<file path="config.mk">
export PLATFORM = sky130hd
export DESIGN_NAME = stereo_pixel_streamer_flat
export DESIGN_NICKNAME = d
export VERILOG_FILES = /design/src/rtl/stereo_pixel_streamer_if.sv /design/src/rtl/stereo_pixel_streamer.sv /design/src/flat_wrapper.sv
export SDC_FILE = /design/constraint.sdc
export NUM_CORES = 1
export LEC_CHECK = 0
export ABC_AREA = 1
export CAP_MARGIN = 15
export CORE_ASPECT_RATIO = 1.25
export CORE_MARGIN = 4
export CORE_UTILIZATION = 56
export CTS_BUF_LIST = sky130_fd_sc_hd__clkbuf_8 sky130_fd_sc_hd__clkbuf_16
export CTS_CLUSTER_DIAMETER = 80
export DETAILED_ROUTE_END_ITERATION = 8
export PLACE_DENSITY = 0.91
export RECOVER_POWER = 25
export SLEW_MARGIN = 0
export SYNTH_ARGS = -nofsm -noshare
export SYNTH_HDL_FRONTEND = slang
export SYNTH_SLANG_ARGS = --single-unit
</file>
<file path="constraint.sdc">
create_clock -name clk -period 3.6 [get_ports clk]
set_clock_uncertainty 0.15 [all_clocks]
set_input_delay 0.72 -clock clk [delete_from_list [all_inputs] [get_ports clk]]
set_output_delay 0.72 -clock clk [all_outputs]
set_load 0.02 [all_outputs]
</file>
<file path="src/rtl/stereo_pixel_streamer_if.sv">
// rtl/stereo_pixel_streamer_if.sv - start/done control, frame-memory read port and pixel-pair stream
// master is the streamer side, slave is the environment (memories, downstream, sequencer).
interface stereo_pixel_streamer_if #(
  parameter int ADDR_W = 16
);
  logic              start;
  logic              busy;
  logic              done;
  logic              mem_rd_en;
  logic [ADDR_W-1:0] mem_addr;
  logic [7:0]        left_mem_data;
  logic [7:0]        right_mem_data;
  logic              out_ready;
  logic [7:0]        left_pixel;
  logic [7:0]        right_pixel;
  logic              pixel_valid;
  logic              line_start;
  logic              frame_last;

  modport master (
    input  start,
    output busy,
    output done,
    output mem_rd_en,
    output mem_addr,
    input  left_mem_data,
    input  right_mem_data,
    input  out_ready,
    output left_pixel,
    output right_pixel,
    output pixel_valid,
    output line_start,
    output frame_last
  );

  modport slave (
    output start,
    input  busy,
    input  done,
    input  mem_rd_en,
    input  mem_addr,
    output left_mem_data,
    output right_mem_data,
    output out_ready,
    input  left_pixel,
    input  right_pixel,
    input  pixel_valid,
    input  line_start,
    input  frame_last
  );
endinterface

</file>
<file path="src/rtl/stereo_pixel_streamer.sv">
// rtl/stereo_pixel_streamer.sv - raster reader for a stereo frame pair feeding a pixel-pair stream
// Reads are throttled so read data always has a home in the output register or skid FIFO.
module stereo_pixel_streamer #(
  parameter int FRAME_WIDTH   = 272,
  parameter int FRAME_HEIGHT  = 240,
  parameter int HBLANK_CYCLES = 4,
  parameter int ADDR_W        = 16
) (
  input  logic                     clk,
  input  logic                     rst,
  stereo_pixel_streamer_if.master  bus
);

  typedef enum logic [1:0] {S_IDLE, S_ACTIVE, S_HBLANK, S_FLUSH} state_t;

  localparam logic [8:0] X_LAST = 9'(FRAME_WIDTH - 1);
  localparam logic [8:0] Y_LAST = 9'(FRAME_HEIGHT - 1);
  localparam int         GAP_W  = $clog2(HBLANK_CYCLES + 2);
  // The first read of a line reaches the output two cycles after issue, so those
  // two cycles already count towards the blanking gap.
  localparam logic [GAP_W:0] GAP_TGT = (HBLANK_CYCLES > 2) ? (GAP_W + 1)'(HBLANK_CYCLES - 2) : '0;

  state_t            state_q, state_d;
  logic [8:0]        x_q, x_d;
  logic [8:0]        y_q, y_d;
  logic [ADDR_W-1:0] addr_q, addr_d;
  logic [GAP_W-1:0]  gap_q, gap_d;
  logic              rd_pend_q, rd_pend_d;
  logic              rd_ls_q, rd_ls_d;
  logic              rd_fl_q, rd_fl_d;
  logic              out_valid_q, out_valid_d;
  logic [17:0]       out_data_q, out_data_d;
  logic [17:0]       fifo_mem_q [2];
  logic [17:0]       fifo_mem_d [2];
  logic              fifo_wr_q, fifo_wr_d;
  logic              fifo_rd_q, fifo_rd_d;
  logic [1:0]        fifo_cnt_q, fifo_cnt_d;
  logic              done_q, done_d;

  logic              xfer;
  logic [2:0]        occ;
  logic              rd_en;
  logic              line_end;
  logic              frame_end;
  logic [17:0]       in_data;
  logic              out_free;
  logic              fifo_push;
  logic              fifo_pop;
  logic              drained_now;
  logic              drained_after;
  logic [GAP_W:0]    gap_sum;

  always_comb begin
    xfer      = out_valid_q && bus.out_ready;
    // Entries still owed a slot after this cycle; a third would have nowhere to land.
    occ       = {2'b00, out_valid_q} + {1'b0, fifo_cnt_q} + {2'b00, rd_pend_q} - {2'b00, xfer};
    rd_en     = (state_q == S_ACTIVE) && (occ < 3'd2);
    line_end  = (x_q == X_LAST);
    frame_end = line_end && (y_q == Y_LAST);
    in_data   = {rd_ls_q, rd_fl_q, bus.left_mem_data, bus.right_mem_data};
  end

  always_comb begin
    out_valid_d = out_valid_q;
    out_data_d  = out_data_q;
    fifo_mem_d  = fifo_mem_q;
    fifo_wr_d   = fifo_wr_q;
    fifo_rd_d   = fifo_rd_q;
    fifo_cnt_d  = fifo_cnt_q;
    fifo_push   = 1'b0;
    fifo_pop    = 1'b0;
    out_free    = !out_valid_q || xfer;
    rd_pend_d   = rd_en;
    rd_ls_d     = (x_q == 9'd0);
    rd_fl_d     = frame_end;
    done_d      = xfer && out_data_q[16];

    if (out_free) begin
      if (fifo_cnt_q != 2'd0) begin
        out_valid_d = 1'b1;
        out_data_d  = fifo_mem_q[fifo_rd_q];
        fifo_pop    = 1'b1;
        fifo_push   = rd_pend_q;
      end else if (rd_pend_q) begin
        out_valid_d = 1'b1;
        out_data_d  = in_data;
      end else begin
        out_valid_d = 1'b0;
      end
    end else begin
      fifo_push = rd_pend_q;
    end

    if (fifo_push) begin
      fifo_mem_d[fifo_wr_q] = in_data;
      fifo_wr_d             = ~fifo_wr_q;
    end
    if (fifo_pop) begin
      fifo_rd_d = ~fifo_rd_q;
    end
    case ({fifo_push, fifo_pop})
      2'b10:   fifo_cnt_d = fifo_cnt_q + 2'd1;
      2'b01:   fifo_cnt_d = fifo_cnt_q - 2'd1;
      default: fifo_cnt_d = fifo_cnt_q;
    endcase
  end

  always_comb begin
    state_d       = state_q;
    x_d           = x_q;
    y_d           = y_q;
    addr_d        = addr_q;
    gap_d         = gap_q;
    drained_now   = !out_valid_q && (fifo_cnt_q == 2'd0) && !rd_pend_q;
    drained_after = (fifo_cnt_q == 2'd0) && !rd_pend_q && (!out_valid_q || xfer);
    gap_sum       = {1'b0, gap_q} + {{GAP_W{1'b0}}, drained_now};

    case (state_q)
      S_IDLE: begin
        if (bus.start) begin
          state_d = S_ACTIVE;
          x_d     = '0;
          y_d     = '0;
          addr_d  = '0;
          gap_d   = '0;
        end
      end
      S_ACTIVE: begin
        if (rd_en) begin
          addr_d = addr_q + ADDR_W'(1);
          if (line_end) begin
            x_d     = '0;
            y_d     = frame_end ? 9'd0 : y_q + 9'd1;
            gap_d   = '0;
            state_d = frame_end ? S_FLUSH : S_HBLANK;
          end else begin
            x_d = x_q + 9'd1;
          end
        end
      end
      S_HBLANK: begin
        if (drained_after && (gap_sum >= GAP_TGT)) begin
          state_d = S_ACTIVE;
          gap_d   = '0;
        end else begin
          gap_d = gap_sum[GAP_W-1:0];
        end
      end
      S_FLUSH: begin
        if (done_q) begin
          state_d = S_IDLE;
        end
      end
      default: state_d = S_IDLE;
    endcase
  end

  always_ff @(posedge clk) begin
    if (rst) begin
      state_q     <= S_IDLE;
      x_q         <= '0;
      y_q         <= '0;
      addr_q      <= '0;
      gap_q       <= '0;
      rd_pend_q   <= 1'b0;
      rd_ls_q     <= 1'b0;
      rd_fl_q     <= 1'b0;
      out_valid_q <= 1'b0;
      out_data_q  <= '0;
      fifo_mem_q  <= '{default: '0};
      fifo_wr_q   <= 1'b0;
      fifo_rd_q   <= 1'b0;
      fifo_cnt_q  <= '0;
      done_q      <= 1'b0;
    end else begin
      state_q     <= state_d;
      x_q         <= x_d;
      y_q         <= y_d;
      addr_q      <= addr_d;
      gap_q       <= gap_d;
      rd_pend_q   <= rd_pend_d;
      rd_ls_q     <= rd_ls_d;
      rd_fl_q     <= rd_fl_d;
      out_valid_q <= out_valid_d;
      out_data_q  <= out_data_d;
      fifo_mem_q  <= fifo_mem_d;
      fifo_wr_q   <= fifo_wr_d;
      fifo_rd_q   <= fifo_rd_d;
      fifo_cnt_q  <= fifo_cnt_d;
      done_q      <= done_d;
    end
  end

  assign bus.busy        = (state_q != S_IDLE);
  assign bus.done        = done_q;
  assign bus.mem_rd_en   = rd_en;
  assign bus.mem_addr    = addr_q;
  assign bus.left_pixel  = out_data_q[15:8];
  assign bus.right_pixel = out_data_q[7:0];
  assign bus.pixel_valid = out_valid_q;
  assign bus.line_start  = out_valid_q && out_data_q[17];
  assign bus.frame_last  = out_valid_q && out_data_q[16];

endmodule
</file>
<file path="src/flat_wrapper.sv">
// flat-port wrapper written by rule: the top's interface ports become plain ports
module stereo_pixel_streamer_flat 
#(
  parameter int FRAME_WIDTH   = 272,
  parameter int FRAME_HEIGHT  = 240,
  parameter int HBLANK_CYCLES = 4,
  parameter int ADDR_W        = 16
)
  (clk, rst, bus_start, bus_busy, bus_done, bus_mem_rd_en, bus_mem_addr, bus_left_mem_data, bus_right_mem_data, bus_out_ready, bus_left_pixel, bus_right_pixel, bus_pixel_valid, bus_line_start, bus_frame_last);
  stereo_pixel_streamer_if #(.ADDR_W(ADDR_W)) bus_i ();
  input  logic clk;
  input  logic rst;
  input wire logic [$bits(bus_i.start)-1:0] bus_start;
  output wire logic [$bits(bus_i.busy)-1:0] bus_busy;
  output wire logic [$bits(bus_i.done)-1:0] bus_done;
  output wire logic [$bits(bus_i.mem_rd_en)-1:0] bus_mem_rd_en;
  output wire logic [$bits(bus_i.mem_addr)-1:0] bus_mem_addr;
  input wire logic [$bits(bus_i.left_mem_data)-1:0] bus_left_mem_data;
  input wire logic [$bits(bus_i.right_mem_data)-1:0] bus_right_mem_data;
  input wire logic [$bits(bus_i.out_ready)-1:0] bus_out_ready;
  output wire logic [$bits(bus_i.left_pixel)-1:0] bus_left_pixel;
  output wire logic [$bits(bus_i.right_pixel)-1:0] bus_right_pixel;
  output wire logic [$bits(bus_i.pixel_valid)-1:0] bus_pixel_valid;
  output wire logic [$bits(bus_i.line_start)-1:0] bus_line_start;
  output wire logic [$bits(bus_i.frame_last)-1:0] bus_frame_last;
  assign bus_i.start = bus_start;
  assign bus_busy = bus_i.busy;
  assign bus_done = bus_i.done;
  assign bus_mem_rd_en = bus_i.mem_rd_en;
  assign bus_mem_addr = bus_i.mem_addr;
  assign bus_i.left_mem_data = bus_left_mem_data;
  assign bus_i.right_mem_data = bus_right_mem_data;
  assign bus_i.out_ready = bus_out_ready;
  assign bus_left_pixel = bus_i.left_pixel;
  assign bus_right_pixel = bus_i.right_pixel;
  assign bus_pixel_valid = bus_i.pixel_valid;
  assign bus_line_start = bus_i.line_start;
  assign bus_frame_last = bus_i.frame_last;
  stereo_pixel_streamer #(.FRAME_WIDTH(FRAME_WIDTH), .FRAME_HEIGHT(FRAME_HEIGHT), .HBLANK_CYCLES(HBLANK_CYCLES), .ADDR_W(ADDR_W)) u_core (.clk(clk), .rst(rst), .bus(bus_i));
endmodule
</file>
==> reports/qor.csv, run 1 <==
metric,value,unit
cp-start-kind,input port,
yosysTopAreaCell,dfxtp_1,
drcViolationCount,0,
power_leakage,0.00235,uW
clk_pin_slew,0.10,ns
pin_count,58,
finalHoldViolations,0,
worst_slew_margin_rel,17.2,%
dp_hpwl,8.29,mm
grt_overflow_total,0,
drtIter0Drc,290,
netlist_area,0.00498,mm^2
num_vias,4893,
area_growth,17.0,%
drv_cap,0,
hold_class,flip-flop to flip-flop,
syn_nets,755,
switchingPower,1580,uW
grt_max_degree,39,
cp_max_fo,2,
required,2.73,ns
setup_viol,0,
ys.flop_type,dfxtp_1,
synth_cells,725,
cts_tree,built,
wire_per_inst,13.9,um
final_area,0.00583,mm^2
placementRows,38,
cts_buffers,9,
comb_power_share,42.8,%
clock_latency,0.38,ns
tightestPinTransition,1.24,ns
placed_area,0.00557,mm^2
first_pass_iters,5,
worst_hold_slack,0.300,ns
worst_ir_drop_vdd,0.338,mV
finalCritPeriodShare,97.3,%
fmax,285,MHz
p_int,2200,uW
max_stage_delay,0.49,ns
antenna_left,0,
start_util,57.2,%
yosys-top-cells-area,"dfxtp_1 41%, nand2_1 11%, o21ai_0 8.5%",
ys_seq_area_share,41.0,%
portBuffers,57,
path_cells,clkdlybuf4s15_1 -> nand2_1 -> inv_1 -> ha_1 -> inv_1 -> ha_1 -> a21o_1 -> fa_1 -> inv_2 -> nand4_4 -> inv_2 -> buf_6,
dieArea,0.0105,mm^2
sw_frac_of_total,41.8,%
antenna_cells,0,
setup_tns,0,ns
nets,795,
seqPwrFrac,36.7,%
crit_type,input port to output port,
root_buffer,clkbuf_8,
endpoint_kind,output port,
antenna_found_initial,0,
total_power,3780,uW
crit_slowest_cell,fa_1,
avgSynthCellArea,6.87,um^2
power_density,648,mW/mm^2
reg2reg_setup_slack,0.47,ns
avgViaCountPerCell,5.50,
grt_pass1_wl,20.7,mm
synth-edff-count,0,
chipWidth,92.4,um
cts.sinks,102,
gp_congestion,0.868,
fin_crit,3.50,ns
ys_seq_elements,102,
ys_types,36,
finalMaxSlewViolations,0,
synth_top_area_share,41.0,%
cp.arrival,2.63,ns
async_reset_ff_share,0,%
drive_above_1_share,6.88,%
htreeDepth,3,
yosys_warnings,0,
routed_wl,12.4,mm
grt_pass1_vias,4695,
die_y,113,um
fillerInstances,728,
core,0.00870,mm^2
clkPwrFrac,20.5,%
clockBufferDepth,2,
grtUsageTotal,24.2,%
status,finished clean,
sequential cells by signal, indices dropped and copies added (netlist names), 2 cells and up:
| name | cells |
|---|---|
| u_core.fifo_mem_q | 36 |
| u_core.x_q | 9 |
| u_core.y_q | 9 |
| u_core.bus.mem_addr | 16 |
| u_core.gap_q | 3 |
| u_core.fifo_cnt_q | 2 |
| u_core.state_q | 2 |
| u_core.out_data_q | 18 |
area by class of cell:
cell class	count	area, um^2	share of cell area, %
multi-input cells	498	2390	40.9
flip-flops and latches	102	2040	35.0
repair buffers	70	719	12.3
inverters	84	317	5.43
well taps	120	150	2.58
clock buffers	10	138	2.36
clock inverters	6	76.3	1.31
layout by cell type (no fill, tap or decap), types with 4 or more instances in the layout:
cell type        Yosys  layout
a21oi_1             76      76
buf_4               18       7
clkbuf_8             0      10
clkdlybuf4s50_1      0      41
dfxtp_1            102     102
dlygate4sd3_1        0      14
ha_1                 9       9
inv_1               76      74
inv_2                6       8
nand2_1            148     148
nand2_4              4       4
nand3_1             26      27
nand4_1             11      11
nor2_1             100     100
nor3_1               8       8
o21ai_0             85      85
o21ai_1              8       8
critical path, delay by kind of cell:
family / cells / cell delay, ns
compound gates: 1 / 0.17
fa+ha+maj: 3 / 1.03
buf+inv: 6 / 0.56
simple gates: 2 / 0.17
layer usage:
metal	wire length [um]	track usage [%]	up-vias
met5	0	0	-
met4	374	14.2	0
met3	845	4.42	35
met2	6140	41.3	225
met1	5030	28.3	2215
li1	-	-	2418
cells by family (layout without fill, tap and decap cells):
| family | after synthesis | in the layout | share of synthesized area (%) |
|---|---|---|---|
| buffers and inverters | 125 | 170 | 11.2 |
| flip-flops | 102 | 102 | 41.0 |
| AO/OA/AOI/OAI | 177 | 177 | 18.5 |
| adder cells (fa/ha/maj) | 10 | 10 | 2.66 |
| AND/OR/NAND/NOR | 309 | 309 | 26.3 |
| XOR/XNOR | 2 | 2 | 0.352 |
power by group through the flow:
stage / registers, uW / clock network [uW] / logic, uW
2_1_floorplan: 1400 / 0 / 1080
4_1_cts: 1410 / 783 / 1560
5_1_grt: 1410 / 828 / 1770
3_3_place_gp: 1420 / 0 / 1450
6_report: 1390 / 775 / 1610
3_5_place_dp: 1430 / 0 / 1520
path summary, 6_finish.rpt:
check | cells after the start | from | end
worst max-delay path | 12 | bus_out_ready | bus_mem_rd_en
worst min-delay path | 2 | u_core.fifo_mem_q[33] | u_core.fifo_mem_q[33]
worst max register to register | 16 | u_core.rd_pend_q | u_core.y_q[0]
worst min register to register | 2 | u_core.fifo_mem_q[33] | u_core.fifo_mem_q[33]
per-stage QoR:
step	cells	setup slack, ns	utilization, %
3_5_place_dp	871	-0.644	64.1
4_1_cts	888	0.0671	66.6
6_report	890	0.0966	67.0
5_1_grt	890	-0.00177	67.0
3_3_place_gp	871	-0.560	64.1
2_1_floorplan	725	0.354	-
synthesized netlist by cell type, drive strengths merged (2+ instances only):
library cell  count
nor3              8
nand4            12
nand3            27
a21oi            76
nand2           155
a211oi            3
xor2              2
dfxtp           102
ha                9
o21ai            93
clkinv            2
inv              82
nor2            105
clkbuf           12
buf              29
timing repair:
action	in CTS	in global routing
gates resized for setup	8	3
setup buffers	1	1
endpoints found under the setup margin	1	1
pin swaps	2	4
endpoints found under the hold margin	0	0
hold buffers	0	0
Power figures use the tool's default switching activity.
==> run 2: changes to the inputs <==
Settings changed: RECOVER_POWER 25 to 50.
==> reports/qor.csv, run 2 (synthesis gave the netlist of run 1 again) <==
metric,value,unit
status,finished clean,
core,0.00870,mm^2
cp.arrival,2.63,ns
finalHoldViolations,0,
cp_num_cells,12,
p_int,2190,uW
clk_pin_slew,0.10,ns
r2r_start,u_core.rd_pend_q,
min_to,u_core.fifo_mem_q[33],
drtIter0Drc,287,
fin_crit,3.50,ns
multi_input_area,0.00239,mm^2
endpoint_kind,output port,
area_growth,16.9,%
grt_pass1_wl,20.7,mm
gp_congestion,0.868,
power_leakage,0.00237,uW
drcViolationCount,0,
placementRows,38,
placed_area,0.00557,mm^2
routed_wl,12.4,mm
crit_type,input port to output port,
pin_count,58,
largest_reg_flops,36,
root_buffer,clkbuf_8,
clkPwrFrac,20.5,%
sw_frac_of_total,41.8,%
max_stage_delay,0.49,ns
antenna_left,0,
switchingPower,1570,uW
r2r-end,u_core.y_q[0],
nets,795,
cts.sinks,102,
first_pass_iters,5,
grt_max_degree,39,
cp_max_fo,2,
finalMaxSlewViolations,0,
path_cells,clkdlybuf4s15_1 -> nand2_1 -> inv_1 -> ha_1 -> inv_1 -> ha_1 -> a21o_1 -> fa_1 -> inv_2 -> nand4_4 -> inv_2 -> buf_6,
finalCritPeriodShare,97.3,%
num_vias,4875,
worst_hold_slack,0.301,ns
grt_pass1_vias,4695,
drv_cap,0,
antenna_found_initial,0,
crit_slowest_cell,fa_1,
chipWidth,92.4,um
cts_tree,built,
htreeDepth,3,
grt_overflow_total,0,
mostFrequentLayoutCells,"148 x nand2_1, 102 x dfxtp_1, 100 x nor2_1",
seqCellArea,0.00204,mm^2
cts_buffers,9,
final_common_cell,nand2_1,
start_util,57.2,%
fin_util,66.9,%
reg2reg_depth,16,
drive_above_1_share,6.75,%
worst_ir_drop_vdd,0.337,mV
cts_hold_buf,0,
avgViaCountPerCell,5.48,
worst_slew_margin_rel,18.2,%
final_area,0.00582,mm^2
clockBufferDepth,2,
die_y,113,um
antenna_cells,0,
seqPwrFrac,36.8,%
critical_path_buf_inv_count,6,
dieArea,0.0105,mm^2
hold_class,flip-flop to flip-flop,
reg2reg_setup_slack,0.48,ns
power_density,647,mW/mm^2
dp_hpwl,8.29,mm
min_from,u_core.fifo_mem_q[33],
fmax,285,MHz
comb_power_share,42.7,%
tightestPinTransition,1.22,ns
largest-register,u_core.fifo_mem_q,
cp-start-kind,input port,
holdPathStages,2,
grtUsageTotal,24.2,%
fillerInstances,728,
portBuffers,57,
required,2.73,ns
cp_top_family,adder cells,
wire_per_inst,13.9,um
clock_latency,0.38,ns
setup_viol,0,
==> run 2: changes by cell type in the layout (fill, tap and decap cells not counted) <==
cell and delta:
clkbuf_1 +1, dlygate4sd3_1 +7, buf_4 -1, clkdlybuf4s50_1 -7
==> run 2: worst max path at each step <==
stage | end | start | slack, ns
CTS | bus_mem_rd_en | bus_out_ready | 0.07
global route | bus_mem_rd_en | bus_out_ready | -0.002
detailed placement | bus_mem_rd_en | bus_out_ready | -0.64
finish | bus_mem_rd_en | bus_out_ready | 0.1
global placement | bus_mem_rd_en | bus_out_ready | -0.56
floorplan | bus_mem_rd_en | bus_out_ready | 0.35
==> run 2: through the flow <==
step	TNS (ns)	setup slack [ns]	power [uW]	instances
2_1_floorplan	0	0.354	2480	725
3_3_place_gp	-0.770	-0.560	2880	871
3_5_place_dp	-3.24	-0.644	2950	871
4_1_cts	0	0.0671	3750	888
5_1_grt	-0.00177	-0.00177	3990	890
6_report	0	0.0966	3770	890
==> run 2: repair_timing <==
item,in CTS,in global routing
setup buffers,1,1
gates resized for setup,8,3
cloned,0,0
pin swaps,2,4
endpoints found under the setup margin,1,1
==> run 2: area by class of cell <==
class,instances,share of cell area (%)
multi-input cells,498,41.0
flip-flops and latches,102,35.1
repair buffers,70,12.3
inverters,84,5.44
well taps,120,2.58
clock buffers,10,2.36
clock inverters,6,1.31
==> run 2: layer usage <==
metal	routed length [um]	track usage (%)	vias to the layer above
met5	0	0	-
met4	367	14.2	0
met3	838	4.42	31
met2	6190	41.3	205
met1	4960	28.3	2222
li1	-	-	2417
==> run 2: power by group through the flow <==
stage               sequential (uW)  combinational [uW]  clock [uW]
floorplan                      1400                1080           0
global placement               1420                1450           0
detailed placement             1430                1520           0
CTS                            1410                1560         783
global route                   1400                1760         828
finish                         1390                1610         774
==> run 2: worst reg2reg max path, stage by stage (launching register included) <==
cell and delay, ns:
dfxtp_1 0.38, inv_1 0.09, ha_1 0.28, inv_1 0.04, ha_1 0.28, a21o_1 0.17
fa_1 0.49, inv_2 0.11, nand4_4 0.11, buf_4 0.16, buf_4 0.14, nand2_4 0.16
nand2_4 0.13, nand2_4 0.11, inv_2 0.09, nand2_1 0.08, o21ai_1 0.07
==> run 3: changes to the inputs <==
Settings changed: CORE_UTILIZATION 56 to 60, DONT_BUFFER_PORTS set to 1, PLACE_DENSITY 0.91 to 0.87.
==> reports/qor.csv, run 3 (synthesis gave the netlist of run 1 again) <==
metric,value,unit
status,"finished, violations left",
violations,"capacitance limit, slew limit",
cts_resized,0,
min_from,rst,
clock_latency,0.37,ns
avgViaCountPerCell,5.72,
final_common_cell,nand2_1,
clk_pin_slew,0.10,ns
rsz0062_at_grt,no,
portBuffers,0,
finalHoldViolations,0,
power_leakage,0.00205,uW
root_buffer,clkbuf_8,
fmax,295,MHz
dieArea,0.00983,mm^2
cts_tree,built,
chipWidth,89.5,um
grt_pass1_wl,18.5,mm
cts_hold_buf,0,
grtUsageTotal,23.5,%
p_int,1970,uW
pin_count,58,
largest-register,u_core.fifo_mem_q,
r2r-end,u_core.y_q[7],
endpoint_kind,output port,
start_util,62.8,%
setup_tns,0,ns
setup_viol,0,
sw_frac_of_total,42.7,%
finalMaxSlewViolations,59,
fin_crit,3.39,ns
die_y,110,um
clkPwrFrac,22.4,%
cp.arrival,2.52,ns
holdPathStages,1,
htreeDepth,3,
antenna_found_initial,0,
placementRows,36,
cp_max_fo,3,
power_density,670,mW/mm^2
required,2.73,ns
dp_hpwl,7.79,mm
r2r_start,u_core.rd_pend_q,
post_cts.repair.setup_buffers,0,
cp-start-kind,flip-flop,
num_vias,4567,
finalCritPeriodShare,94.0,%
antenna_left,0,
min_to,u_core.fifo_wr_q,
core,0.00793,mm^2
tightestPinTransition,1.91,ns
drtIter0Drc,222,
worst_ir_drop_vdd,0.627,mV
mostFrequentLayoutCells,"148 x nand2_1, 102 x dfxtp_1, 100 x nor2_1",
hold_class,input port to flip-flop,
drcViolationCount,0,
switchingPower,1460,uW
routed_wl,11.0,mm
worst_slew_margin_rel,-27.4,%
nets,729,
area_growth,2.71,%
antenna_cells,0,
drive_above_1_share,5.82,%
wire_per_inst,13.7,um
cts.sinks,102,
crit_type,flip-flop to output port,
drv_cap,1,
first_pass_iters,5,
clockBufferDepth,2,
cts_buffers,9,
reg2reg_setup_slack,0.66,ns
worst_hold_slack,0.259,ns
reg2reg_depth,14,
largest_reg_flops,36,
gp_congestion,0.901,
grt_max_degree,59,
seqPwrFrac,42.9,%
grt_pass1_vias,4459,
fillerInstances,658,
comb_power_share,34.6,%
grt_overflow_total,0,
## run 3: how the worst max path moves through the flow
stage	from	endpoint	cells after the start
6_report	u_core.rd_pend_q	bus_mem_rd_en	9
5_1_grt	u_core.rd_pend_q	bus_mem_rd_en	9
4_1_cts	u_core.rd_pend_q	bus_mem_rd_en	9
3_5_place_dp	bus_out_ready	bus_mem_rd_en	10
3_3_place_gp	bus_out_ready	bus_mem_rd_en	10
2_1_floorplan	bus_out_ready	bus_mem_rd_en	10
## run 3: stage by stage
step / power (uW) / std cells / instance area [um^2] / worst slack, ns / utilization, %
finish: 3430 / 799 / 5120 / 0.214 / 64.5
global route: 3670 / 799 / 5120 / 0.0574 / 64.5
CTS: 3420 / 798 / 5100 / 0.191 / 64.3
detailed placement: 2660 / 782 / 4880 / 0.232 / 61.6
global placement: 2610 / 782 / 4880 / 0.256 / 61.6
floorplan: 2480 / 725 / 4980 / 0.354 / -
## run 3: area by class of cell
type                    instances  area [um^2]  share of cell area (%)
inverters                      84          317                    6.19
clock inverters                 6         77.6                    1.52
clock buffers                  10          138                    2.69
well taps                      95          119                    2.32
multi-input cells             498         2380                    46.5
repair buffers                  4         46.3                   0.905
flip-flops and latches        102         2040                    39.9
## run 3: critical path, cell delays in order, from the launching register on
cell	delay, ns
dfxtp_1	0.39
inv_1	0.07
ha_1	0.27
inv_1	0.04
ha_1	0.25
a21o_1	0.19
fa_1	0.45
inv_1	0.10
nand4_2	0.18
inv_1	0.22
## run 3: per-layer routing
layer  GRT usage [%]  vias up  share of wire [%]
met1            25.9     2119                 41
met5               0        -                  0
met3            4.50       27                6.0
li1                -     2283                  -
met4            11.4        0                2.7
met2            42.1      138                 51
## run 3: power groups by stage
stage	Clock [uW]	Sequential, uW	Combinational [uW]
floorplan	0	1400	1080
global placement	0	1510	1100
detailed placement	0	1520	1140
CTS	776	1490	1150
global route	827	1490	1350
finish	769	1470	1190
==> RTL change 1, RTL diff (settings of run 2) <==
`FRAME_WIDTH` is set to 272 in 2 places; all go to 256.
--- a/src/rtl/stereo_pixel_streamer.sv
+++ b/src/rtl/stereo_pixel_streamer.sv
@@ -1,7 +1,7 @@
 // rtl/stereo_pixel_streamer.sv - raster reader for a stereo frame pair feeding a pixel-pair stream
 // Reads are throttled so read data always has a home in the output register or skid FIFO.
 module stereo_pixel_streamer #(
-  parameter int FRAME_WIDTH   = 272,
+  parameter int FRAME_WIDTH   = 256,
   parameter int FRAME_HEIGHT  = 240,
   parameter int HBLANK_CYCLES = 4,
   parameter int ADDR_W        = 16
--- a/src/flat_wrapper.sv
+++ b/src/flat_wrapper.sv
@@ -1,7 +1,7 @@
 // flat-port wrapper written by rule: the top's interface ports become plain ports
 module stereo_pixel_streamer_flat 
 #(
-  parameter int FRAME_WIDTH   = 272,
+  parameter int FRAME_WIDTH   = 256,
   parameter int FRAME_HEIGHT  = 240,
   parameter int HBLANK_CYCLES = 4,
   parameter int ADDR_W        = 16
Behaviour: no difference found for any inputs over 10 cycles, from zero or initial values and one cycle with rst high; that may be too few to reach the edited logic, so the function may still have changed.
==> RTL change 1 against run 2 <==
- worst setup slack improved by 62 ps
- power increased by 1.1%
- routed wire length decreased by 5.4%
- count of clock-buffer cells in the layout decreased by 1
- final cell count decreased by 2.8%
- area after synthesis increased by 0.40%
- sequential cell count unchanged
- fmax increased by 1.8%
- cell area decreased by 1.3%
- critical path type unchanged
==> RTL change 1: results (changes against run 2) <==
| Metric | Value |
|---|---|
| Worst vdd rail ir drop | 0.000334 V (-0.68%) |
| Global-route wire length before repair | 20,300 um (-2.1%) |
| Final HPWL from detailed placement | 8140 um (-1.8%) |
| Combined global-route utilization of all metal layers | 23.2% (-1.0 points) |
| Mean routed wirelength per cell | 13.5 um (-2.6%) |
| Worst hold-check slack | 299 ps (-2.18 ps) |
| Fraction of the yosys area taken by sequential cells | 40.8% (-0.16 points) |
| Maximum single-stage delay on the critical path | 540 ps (+50 ps) |
| Place WS | -631 ps (+12.8 ps) |
| Internal power contribution | 2.16 mW (-1.5%) |
| Result of the run | finished, final reports clean |
| Slowest-stage cell, CP | sky130_fd_sc_hd__fa_2 |
| Number of nets in the layout | 771 (-3.0%) |
| Post-Place Cell Area | 5560 sq um (-0.20%) |
| Worst slew pin tran | 1410 ps (+188 ps) |
| Switching share of power | 43.3% (+1.5 points) |
| Number of placed cells counting well taps | 848 (-2.6%) |
| Non-filler instance count after layout | 865 (-2.8%) |
| Placer congestion estimate | 0.907 (+4.4%) |
| Worst Path Arrival | 2570 ps (-60 ps) |
| Most frequent cells after synthesis | sky130_fd_sc_hd__nand2_1, sky130_fd_sc_hd__dfxtp_1, sky130_fd_sc_hd__a21oi_1, sky130_fd_sc_hd__inv_1, sky130_fd_sc_hd__o21ai_0 |
| Post-synthesis net count | 732 (-3.0%) |
| Via count of the first global-routing pass | 4,668 (-0.58%) |
| Slack of the critical path | 159 ps (+62.3 ps) |
| Top cells by area in the synthesized netlist | sky130_fd_sc_hd__dfxtp_1, sky130_fd_sc_hd__a21oi_1, sky130_fd_sc_hd__nand2_1, sky130_fd_sc_hd__o21ai_0, sky130_fd_sc_hd__inv_1 |
| Proportion of power drawn by the clock network | 17.8% (-2.7 points) |
[RTL change 1: cell types whose count changed in the layout (fill, tap and decap cells not counted), sizes merged, moves of 7 or more]
cell | before | now
o21ai | 93 | 78
o211ai | 1 | 18
nand2 | 155 | 120
a21oi | 76 | 98
nor2 | 105 | 61
clkdlybuf4s50 | 34 | 27
dlygate4sd3 | 21 | 28
inv | 85 | 104
[RTL change 1: metal layers]
metal  vias up  track usage [%]  part of all wire (%)
li1       2373                -                     -
met2       152             42.4                    52
met3        18             4.42                   5.1
met5         -                0                     0
met1      2257             26.1                    41
met4         0             9.81                   1.8
[RTL change 1: final cells by class]
| type | instances | area, sq um | share of cell area, % |
|---|---|---|---|
| clock buffers | 9 | 124 | 2.16 |
| clock inverters | 6 | 55.1 | 0.958 |
| inverters | 102 | 383 | 6.66 |
| multi-input cells | 452 | 2300 | 40.0 |
| flip-flops and latches | 102 | 2040 | 35.5 |
| well taps | 120 | 150 | 2.61 |
| repair buffers | 74 | 697 | 12.1 |
[RTL change 1: worst paths after layout]
kind | end | depth (start not counted) | from
hold / removal | u_core.rd_ls_q$_SDFF_PP0_ | 1 | u_core.x_q[3]$_SDFFE_PP0P_
setup reg to reg | u_core.fifo_mem_q[19]$_SDFFE_PP0P_ | 7 | u_core.fifo_cnt_q[0]$_SDFFE_PP0P_
setup / recovery | bus_mem_rd_en | 12 | bus_out_ready
hold reg to reg | u_core.rd_ls_q$_SDFF_PP0_ | 1 | u_core.x_q[3]$_SDFFE_PP0P_
[RTL change 1: cells by family after synthesis]
| family | after synthesis | synth area share [%] |
|---|---|---|
| xor+xnor | 2 | 0.350 |
| fa+ha+maj | 10 | 2.65 |
| buf+inv | 148 | 13.3 |
| compound gates | 204 | 22.0 |
| flops | 102 | 40.8 |
| simple gates | 236 | 20.9 |
==> RTL change 2, RTL diff (flow settings as in run 2) <==
Without the edit above. Re-encode `state_t` (4 states) as one-hot, 4 bits wide.
--- a/src/rtl/stereo_pixel_streamer.sv
+++ b/src/rtl/stereo_pixel_streamer.sv
@@ -11,7 +11,7 @@
   stereo_pixel_streamer_if.master  bus
 );
 
-  typedef enum logic [1:0] {S_IDLE, S_ACTIVE, S_HBLANK, S_FLUSH} state_t;
+  typedef enum logic [3:0] {S_IDLE = 4'b0001, S_ACTIVE = 4'b0010, S_HBLANK = 4'b0100, S_FLUSH = 4'b1000} state_t;
 
   localparam logic [8:0] X_LAST = 9'(FRAME_WIDTH - 1);
   localparam logic [8:0] Y_LAST = 9'(FRAME_HEIGHT - 1);
Behaviour: same outputs for any inputs over 10 cycles, from zero or initial values and one cycle with rst high; not proved beyond that.
==> RTL change 2 against run 2 <==
- die area grew 5.0%
- global-route usage is essentially flat
- fmax grew 0.19%
- sequential cell count grew 2
- critical path depth grew 2
- power grew 7.5%
- area after synthesis grew 5.4%
- routed wire length grew 3.2%
- cell area grew 5.0%
- worst setup slack gained 6.8 ps
- critical path type unchanged
- critical endpoint unchanged
- largest cell class unchanged
==> RTL change 2: results (changes against run 2) <==
| Metric | Value |
|---|---|
| Clock latency on the worst-skew pair | 350 ps (-30 ps) |
| Number of placed cells counting well taps | 886 (+1.7%) |
| Count of buffers not belonging to the clock network in the layout | 74 (+5.7%) |
| R2r worst-path depth | 18 (+2) |
| Mean routed wirelength per cell | 14.1 um (+1.7%) |
| Post-synthesis compound-gate area fraction | 18.9% (+0.43 points) |
| Combined area of the multi-input logic cells | 2500 sq um (+5.0%) |
| Global-route wire length before repair | 21,600 um (+4.3%) |
| Relative slew slack | 39.3% (+21 points) |
| Fraction of the yosys area taken by sequential cells | 39.6% (-1.3 points) |
| Total power per unit cell area | 662 nW/um^2 (+2.4%) |
| Most frequent cells after synthesis | sky130_fd_sc_hd__nand2_1, sky130_fd_sc_hd__dfxtp_1, sky130_fd_sc_hd__inv_1, sky130_fd_sc_hd__a21oi_1, sky130_fd_sc_hd__nor2_1 |
| Layout cell share with drive strength beyond 1 | 9.10% (+2.3 points) |
| Post-synthesis net count | 766 (+1.5%) |
| Number of signal-net inverters in the final layout | 105 (+25%) |
| Buffering overhead | 11.3% (-0.95 points) |
| Final HPWL from detailed placement | 8870 um (+7.0%) |
| Top cells by area in the synthesized netlist | sky130_fd_sc_hd__dfxtp_1, sky130_fd_sc_hd__nand2_1, sky130_fd_sc_hd__a21oi_1, sky130_fd_sc_hd__inv_1, sky130_fd_sc_hd__nor2_1 |
| Clk pin slew, worst setup/hold paths | 80 ps (-20 ps) |
| Total of cells resized after clock tree synthesis | 10 (+2) |
| Pleak | 2.42 nW (+2.4%) |
| Met3 wire len | 648 um (-23%) |
| Global routing usage on met3 | 4.06% (-0.36 points) |
| Placer congestion estimate | 0.853 (-1.8%) |
| Worst hold-check slack | 298 ps (-3.42 ps) |
| Place WS | -734 ps (-89.9 ps) |
| First-iteration detailed-routing DRC count | 302 (+5.2%) |
| Number of nets in the layout | 805 (+1.3%) |
| Global routing usage on met2 | 45.0% (+3.7 points) |
| Result of the run | finished, final reports clean |
| Average cell area after synthesis | 7.13 sq um (+3.9%) |
| Share of synthesized cell area in full adder, half adder and majority cells | 2.53% (-0.14 points) |
| Destination of the worst register-to-register timing path | u_core.y_q[1]$_SDFFE_PP0P_ |
| Vias post-DR | 4,936 (+1.3%) |
| Largest net degree at the start of global routing | 59 (+51%) |
| Number of clock buffers in the layout | 9 (-1) |
| Worst vdd rail ir drop | 0.000481 V (+43%) |
| Xor-xnor portion of the synthesized cell area | 0.667% (+0.32 points) |
| Minimum clock period after layout | 3500 ps (-6.80 ps) |
| Number of distinct library cells after synthesis | 38 (+5.6%) |
| Routed length on met1 | 5130 um (+3.4%) |
| Number of well-tap cells placed | 123 (+2.5%) |
==> RTL change 2: report_power, final <==
part | leakage [nW] | internal [mW] | switching, mW
Combinational | 1.45 | 0.602 | 1.14
Clock | 0.133 | 0.478 | 0.451
Sequential | 0.843 | 1.27 | 0.108
==> RTL change 2: worst min path at each step <==
stage / from / endpoint / cells after the start
floorplan: u_core.x_q[8]$_SDFFE_PP0P_ / u_core.rd_ls_q$_SDFF_PP0_ / 1
global placement: u_core.fifo_mem_q[16]$_SDFFE_PP0P_ / u_core.fifo_mem_q[16]$_SDFFE_PP0P_ / 2
detailed placement: u_core.fifo_mem_q[33]$_SDFFE_PP0P_ / u_core.fifo_mem_q[33]$_SDFFE_PP0P_ / 2
CTS: u_core.fifo_mem_q[22]$_SDFFE_PP0P_ / u_core.fifo_mem_q[22]$_SDFFE_PP0P_ / 2
global route: u_core.fifo_mem_q[22]$_SDFFE_PP0P_ / u_core.fifo_mem_q[22]$_SDFFE_PP0P_ / 2
finish: u_core.fifo_mem_q[22]$_SDFFE_PP0P_ / u_core.fifo_mem_q[22]$_SDFFE_PP0P_ / 2
==> RTL change 2: worst max-delay path: stages <==
cell and delay [ps]:
sky130_fd_sc_hd__clkdlybuf4s15_1 170, sky130_fd_sc_hd__nand2_1 80, sky130_fd_sc_hd__inv_2 40, sky130_fd_sc_hd__ha_4 250, sky130_fd_sc_hd__inv_2 40, sky130_fd_sc_hd__ha_4 200, sky130_fd_sc_hd__a21o_1 170, sky130_fd_sc_hd__fa_1 470
sky130_fd_sc_hd__inv_2 90, sky130_fd_sc_hd__nand2_4 50, sky130_fd_sc_hd__nor2_4 100, sky130_fd_sc_hd__nand2_4 60, sky130_fd_sc_hd__inv_2 60, sky130_fd_sc_hd__buf_6 110
